`src/rtl/posterior_state_serial.sv`:
```
// Serial Kalman measurement update: innovation plus 2-state posterior.
// Two shared multipliers and one 2N adder, sequenced by a 6-state FSM.
module posterior_state_serial #(
  parameter int N    = 16,
  parameter int FRAC = 8
) (
  input  logic         clk,
  input  logic         rst_n,
  input  logic         start,
  input  logic [N-1:0] x_prior00,
  input  logic [N-1:0] x_prior10,
  input  logic [N-1:0] h00,
  input  logic [N-1:0] h01,
  input  logic [N-1:0] z,
  input  logic [N-1:0] k00,
  input  logic [N-1:0] k10,
  output logic         busy,
  output logic         done,
  output logic [N-1:0] Y_INNOV,
  output logic [N-1:0] X_POST00,
  output logic [N-1:0] X_POST10
);

  localparam int unsigned W2 = 2 * N;

  localparam logic [2:0] ST_IDLE = 3'd0;
  localparam logic [2:0] ST_HX   = 3'd1;
  localparam logic [2:0] ST_INN  = 3'd2;
  localparam logic [2:0] ST_KY   = 3'd3;
  localparam logic [2:0] ST_UP0  = 3'd4;
  localparam logic [2:0] ST_UP1  = 3'd5;

  logic [2:0]    st, st_nxt;
  logic [N-1:0]  xp00_q, xp10_q, z_q, k00_q, k10_q;
  logic [N-1:0]  m0a, m0b, m1a, m1b;
  logic [W2-1:0] hx_q, ky0_q, ky1_q;

  logic signed [W2-1:0] m0a_x, m0b_x, m1a_x, m1b_x;
  logic signed [W2-1:0] p0, p1;
  logic [W2-1:0] z_sh, xp00_sh, xp10_sh;
  logic [W2-1:0] add_a, add_b, sum;
  logic          add_ci;
  logic [N-1:0]  aligned;
  logic          sum_unused;

  // Shared multipliers: operands sign-extended so the 2N result is exact
  assign m0a_x = {{N{m0a[N-1]}}, m0a};
  assign m0b_x = {{N{m0b[N-1]}}, m0b};
  assign m1a_x = {{N{m1a[N-1]}}, m1a};
  assign m1b_x = {{N{m1b[N-1]}}, m1b};
  assign p0    = m0a_x * m0b_x;
  assign p1    = m1a_x * m1b_x;

  assign z_sh    = {{(N-FRAC){z_q[N-1]}}, z_q, {FRAC{1'b0}}};
  assign xp00_sh = {{(N-FRAC){xp00_q[N-1]}}, xp00_q, {FRAC{1'b0}}};
  assign xp10_sh = {{(N-FRAC){xp10_q[N-1]}}, xp10_q, {FRAC{1'b0}}};

  // Single adder; subtraction is a + ~b + 1 through the carry-in
  always_comb begin
    add_a  = '0;
    add_b  = '0;
    add_ci = 1'b0;
    case (st)
      ST_HX:  begin add_a = p0;      add_b = p1;      end
      ST_INN: begin add_a = z_sh;    add_b = ~hx_q;   add_ci = 1'b1; end
      ST_UP0: begin add_a = xp00_sh; add_b = ky0_q;   end
      ST_UP1: begin add_a = xp10_sh; add_b = ky1_q;   end
      default: ;
    endcase
  end

  assign sum        = add_a + add_b + W2'(add_ci);
  assign aligned    = sum[FRAC+N-1:FRAC];
  assign sum_unused = ^{sum[W2-1:FRAC+N], sum[FRAC-1:0]};

  always_ff @(posedge clk or negedge rst_n) begin
    if (!rst_n) st <= ST_IDLE;
    else        st <= st_nxt;
  end

  always_comb begin
    st_nxt = ST_IDLE;
    case (st)
      ST_IDLE: st_nxt = start ? ST_HX : ST_IDLE;
      ST_HX:   st_nxt = ST_INN;
      ST_INN:  st_nxt = ST_KY;
      ST_KY:   st_nxt = ST_UP0;
      ST_UP0:  st_nxt = ST_UP1;
      ST_UP1:  st_nxt = ST_IDLE;
      default: st_nxt = ST_IDLE;
    endcase
  end

  // Datapath and registered outputs
  always_ff @(posedge clk or negedge rst_n) begin
    if (!rst_n) begin
      xp00_q   <= '0;
      xp10_q   <= '0;
      z_q      <= '0;
      k00_q    <= '0;
      k10_q    <= '0;
      m0a      <= '0;
      m0b      <= '0;
      m1a      <= '0;
      m1b      <= '0;
      hx_q     <= '0;
      ky0_q    <= '0;
      ky1_q    <= '0;
      busy     <= 1'b0;
      done     <= 1'b0;
      Y_INNOV  <= '0;
      X_POST00 <= '0;
      X_POST10 <= '0;
    end else begin
      done <= 1'b0;
      case (st)
        ST_IDLE: begin
          if (start) begin
            xp00_q <= x_prior00;
            xp10_q <= x_prior10;
            z_q    <= z;
            k00_q  <= k00;
            k10_q  <= k10;
            m0a    <= h00;
            m0b    <= x_prior00;
            m1a    <= h01;
            m1b    <= x_prior10;
            busy   <= 1'b1;
          end
        end
        ST_HX: hx_q <= sum;
        ST_INN: begin
          Y_INNOV <= aligned;
          m0a     <= k00_q;
          m0b     <= aligned;
          m1a     <= k10_q;
          m1b     <= aligned;
        end
        ST_KY: begin
          ky0_q <= p0;
          ky1_q <= p1;
          m0a   <= '0;
          m0b   <= '0;
          m1a   <= '0;
          m1b   <= '0;
        end
        ST_UP0: X_POST00 <= aligned;
        ST_UP1: begin
          X_POST10 <= aligned;
          done     <= 1'b1;
          busy     <= 1'b0;
        end
        default: ;
      endcase
    end
  end

endmodule

```
`config.mk`:
```
export PLATFORM = sky130hd
export DESIGN_NAME = posterior_state_serial
export DESIGN_NICKNAME = d
export VERILOG_FILES = /design/src/rtl/posterior_state_serial.sv
export SDC_FILE = /design/constraint.sdc
export NUM_CORES = 2
export LEC_CHECK = 0
export BUFFER_PORTS_ARGS = -buffer_cell sky130_fd_sc_hd__buf_2
export CAP_MARGIN = 30
export CORE_MARGIN = 1
export CORE_UTILIZATION = 55
export CTS_BUF_LIST = sky130_fd_sc_hd__clkbuf_2
export DETAILED_ROUTE_END_ITERATION = 8
export GPL_ROUTABILITY_DRIVEN = 0
export MAX_ROUTING_LAYER = met4
export PLACE_DENSITY_LB_ADDON = 0.05
export SLEW_MARGIN = 25
export SYNTH_ARGS = -nofsm -noshare
export SYNTH_HDL_FRONTEND = slang
export SYNTH_SLANG_ARGS = --single-unit
```
`constraint.sdc`:
```
create_clock -name clk -period 21.2 [get_ports clk]
set_input_delay 1.06 -clock clk [delete_from_list [all_inputs] [get_ports clk]]
set_output_delay 1.06 -clock clk [all_outputs]
set_load 0.1 [all_outputs]
```
==> metrics.csv <==
stage,metric,value,unit
yosys,netlist_top_cells_area,"fa_1 27%, dfrtp_1 24%, nand2_1 8.2%, ha_1 7.5%, inv_1 7.0%",
yosys,synthCells,3136,
cells_and_area,largestRegisters,"hx_q (24), ky0_q (24), ky1_q (24)",
routing,drc_errors,0,
worst_setup_path,cp-end-kind,flop,
grt,grt_pass1_vias,22600,
routing,final_antenna_net_count,0,
routing,drt_iter0_markers,1691,
worst_setup_path,r2r_cells,29,
floorplanning,die_h,227,um
worst_setup_path,crit_path_frequent_cell,fa_1,
floorplanning,die_x,227,um
yosys,yosys_most_used_dff,dfrtp_1,
worst_setup_path,cp.required,22.04,ns
floorplanning,die_area,51700,um2
routing,dr.pass1.iters,5,
worst_setup_path,cp-start-kind,flop,
sta,rsz0062_at_grt,no,
sta,drv_slew,0,
floorplanning,core_area,50100,um2
clocking,cts_num_sinks,269,
worst_setup_path,worstSetupPathType,reg2reg,
sta,setup_viol,0,
routing,via_per_inst,5.51,
grt,overflow,0,
sta,fin_worst_skew,0.125,ns
sta,fin_crit,8.79,ns
grt,grt_max_degree,91,
sta,fin_tns_setup,0,ns
routing,drt-total-wl,80300,um
yosys,ys_types,61,
floorplanning,initial_utilization,55.8,%
clocking,cts_buffers,72,
run,maxCapViolations,0,
clocking,max-clock-path-buffers,3,
grt,grtUsageTotal,33.5,%
sta,tightest_slew,1.02,ns
yosys,synthArstFlopShare,100,%
worst_setup_path,worstPathMaxFanout,17,
yosys,synth_top_area_cell,fa_1,
placement,portBuffers,164,
clocking,clockRootBuffer,clkbuf_2,
yosys,syn_avg_cell_area,8.90,um2
routing,wl_per_cell,20.3,um
status,status,"finished, final reports clean",
clocking,clk_pin_slew,0.11,ns
yosys,yosysTopAreaCellShare,27.0,%
routing,vias,21800,
cells_and_area,post-route-util,59.6,%
clocking,h-tree-depth,3,
yosys,ys.warnings.count,0,
yosys,syn-cell-area,27900,um2
yosys,yosysSeqAreaShare,24.1,%
yosys,syn_nets,3795,
floorplanning,ioPinCount,165,
cells_and_area,synthToLayoutAreaGrowth,6.88,%
yosys,synth_edf_count,0,
clocking,tritoncts,done,
grt,antenna_found_initial,5,
hold_path,hold_path_depth,3,
sta,hold_viol_final,0,
clocking,worstSkewPairLatency,1.04,ns
cells_and_area,final_common_cell,nand2_1,
placement,hpwl,61000,um
cells_and_area,final_net_count,3895,
worst_setup_path,slowest_delay,0.77,ns
cells_and_area,instances_no_fill,3963,
floorplanning,rows,82,
sta,clock.fmax,0.114,GHz
placement,dp_cells,3833,
cells_and_area,final_cell_mix,"610 x nand2_1, 518 x inv_1, 376 x fa_1, 268 x dfrtp_1, 233 x and2_1",
sta,fin_crit_sh,41.5,%
worst_setup_path,cp_slowest_cell,dfrtp_1,
hold_path,min_path_type,in2reg,
grt,grt_pass1_wl,126000,um
worst_setup_path,critPathArrivalTime,9.64,ns
cells_and_area,final_layout_size_suffix_gt1_share,11.2,%
sta,slew_headroom,32.0,%
yosys,ys_seq_elements,269,
## per-layer routing
metal / vias to the layer above / global-route usage [%] / wire length (um)
met5: - / - / 0
met4: 0 / 10.7 / 2110
met2: 770 / 51.6 / 37900
li1: 9913 / - / -
met1: 11000 / 44.8 / 34000
met3: 137 / 6.36 / 6240
## cell type report
cell class | instances | area (um2)
Timing Repair Buffer | 185 | 1010
Sequential cell | 269 | 6740
Fill cell | 4675 | 20200
Tap cell | 672 | 841
Multi-Input combinational cell | 2188 | 18700
Clock buffer | 103 | 515
Inverter | 520 | 1950
Clock inverter | 18 | 120
Antenna cell | 8 | 20.0
## logic make-up after synthesis
family	after synthesis	synth area share (%)
XOR/XNOR	98	3.17
flip-flops	269	24.1
AND/OR/NAND/NOR	1054	17.5
buffers and inverters	679	9.18
multiplexers	74	2.81
AO/OA/AOI/OAI	418	8.79
adder cells (fa/ha/maj)	544	34.5
## cells in the mapped netlist (23+ instances only)
| master | count |
|---|---|
| nand2_1 | 613 |
| inv_1 | 518 |
| fa_1 | 376 |
| dfrtp_1 | 269 |
| and2_1 | 234 |
| ha_1 | 168 |
| o21ai_0 | 155 |
| clkbuf_1 | 146 |
| a21oi_1 | 123 |
| nor2_1 | 89 |
| xnor2_1 | 63 |
| mux2i_1 | 39 |
| mux2_2 | 35 |
| o22ai_1 | 35 |
| nor3b_1 | 33 |
| xor2_1 | 33 |
| a21o_1 | 23 |
## stage by stage
stage               setup WS (ns)  hold WS [ns]  area (um2)
global route                11.90         0.169       29800
detailed placement          12.56         0.455       29200
floorplan                   13.49         0.438       27900
global placement            12.60         0.449       29100
CTS                         12.55         0.152       29800
finish                      12.41         0.243       29800
## timing repair
action / 4_1_cts / 5_1_grt
hold buffers: 1 / 0
gates resized for setup: 0 / 0
setup buffers: 0 / 0
endpoints found under the hold margin: 39 / 0
endpoints found under the setup margin: 0 / 0
## worst max-delay path, delay by kind of cell (launching register included)
family / cells / cell delay (ns)
AOI/OAI and AO/OA: 10 / 1.91
xor gates and xnor gates: 2 / 0.74
adders and majority gates: 8 / 3.77
buffers and inverters: 3 / 0.15
and+or+nand+nor: 6 / 1.24
DFF: 1 / 0.77
## worst paths after layout
path	from	to	slack, ns
hold reg to reg	k10_q[8]	k10_q[8]	0.48
setup / recovery	m1b[2]	m0b[15]	12.41
hold / removal	z[2]	z_q[2]	0.24
max in group asynchronous	rst_n	xp10_q[9]	18.52
min in group asynchronous	rst_n	m0a[4]	0.63
setup reg to reg	m1b[2]	m0b[15]	12.41
Power is left out: the tool's default activity adds up to more than one toggle a clock period on the data nets, which glitch-free logic cannot reach.
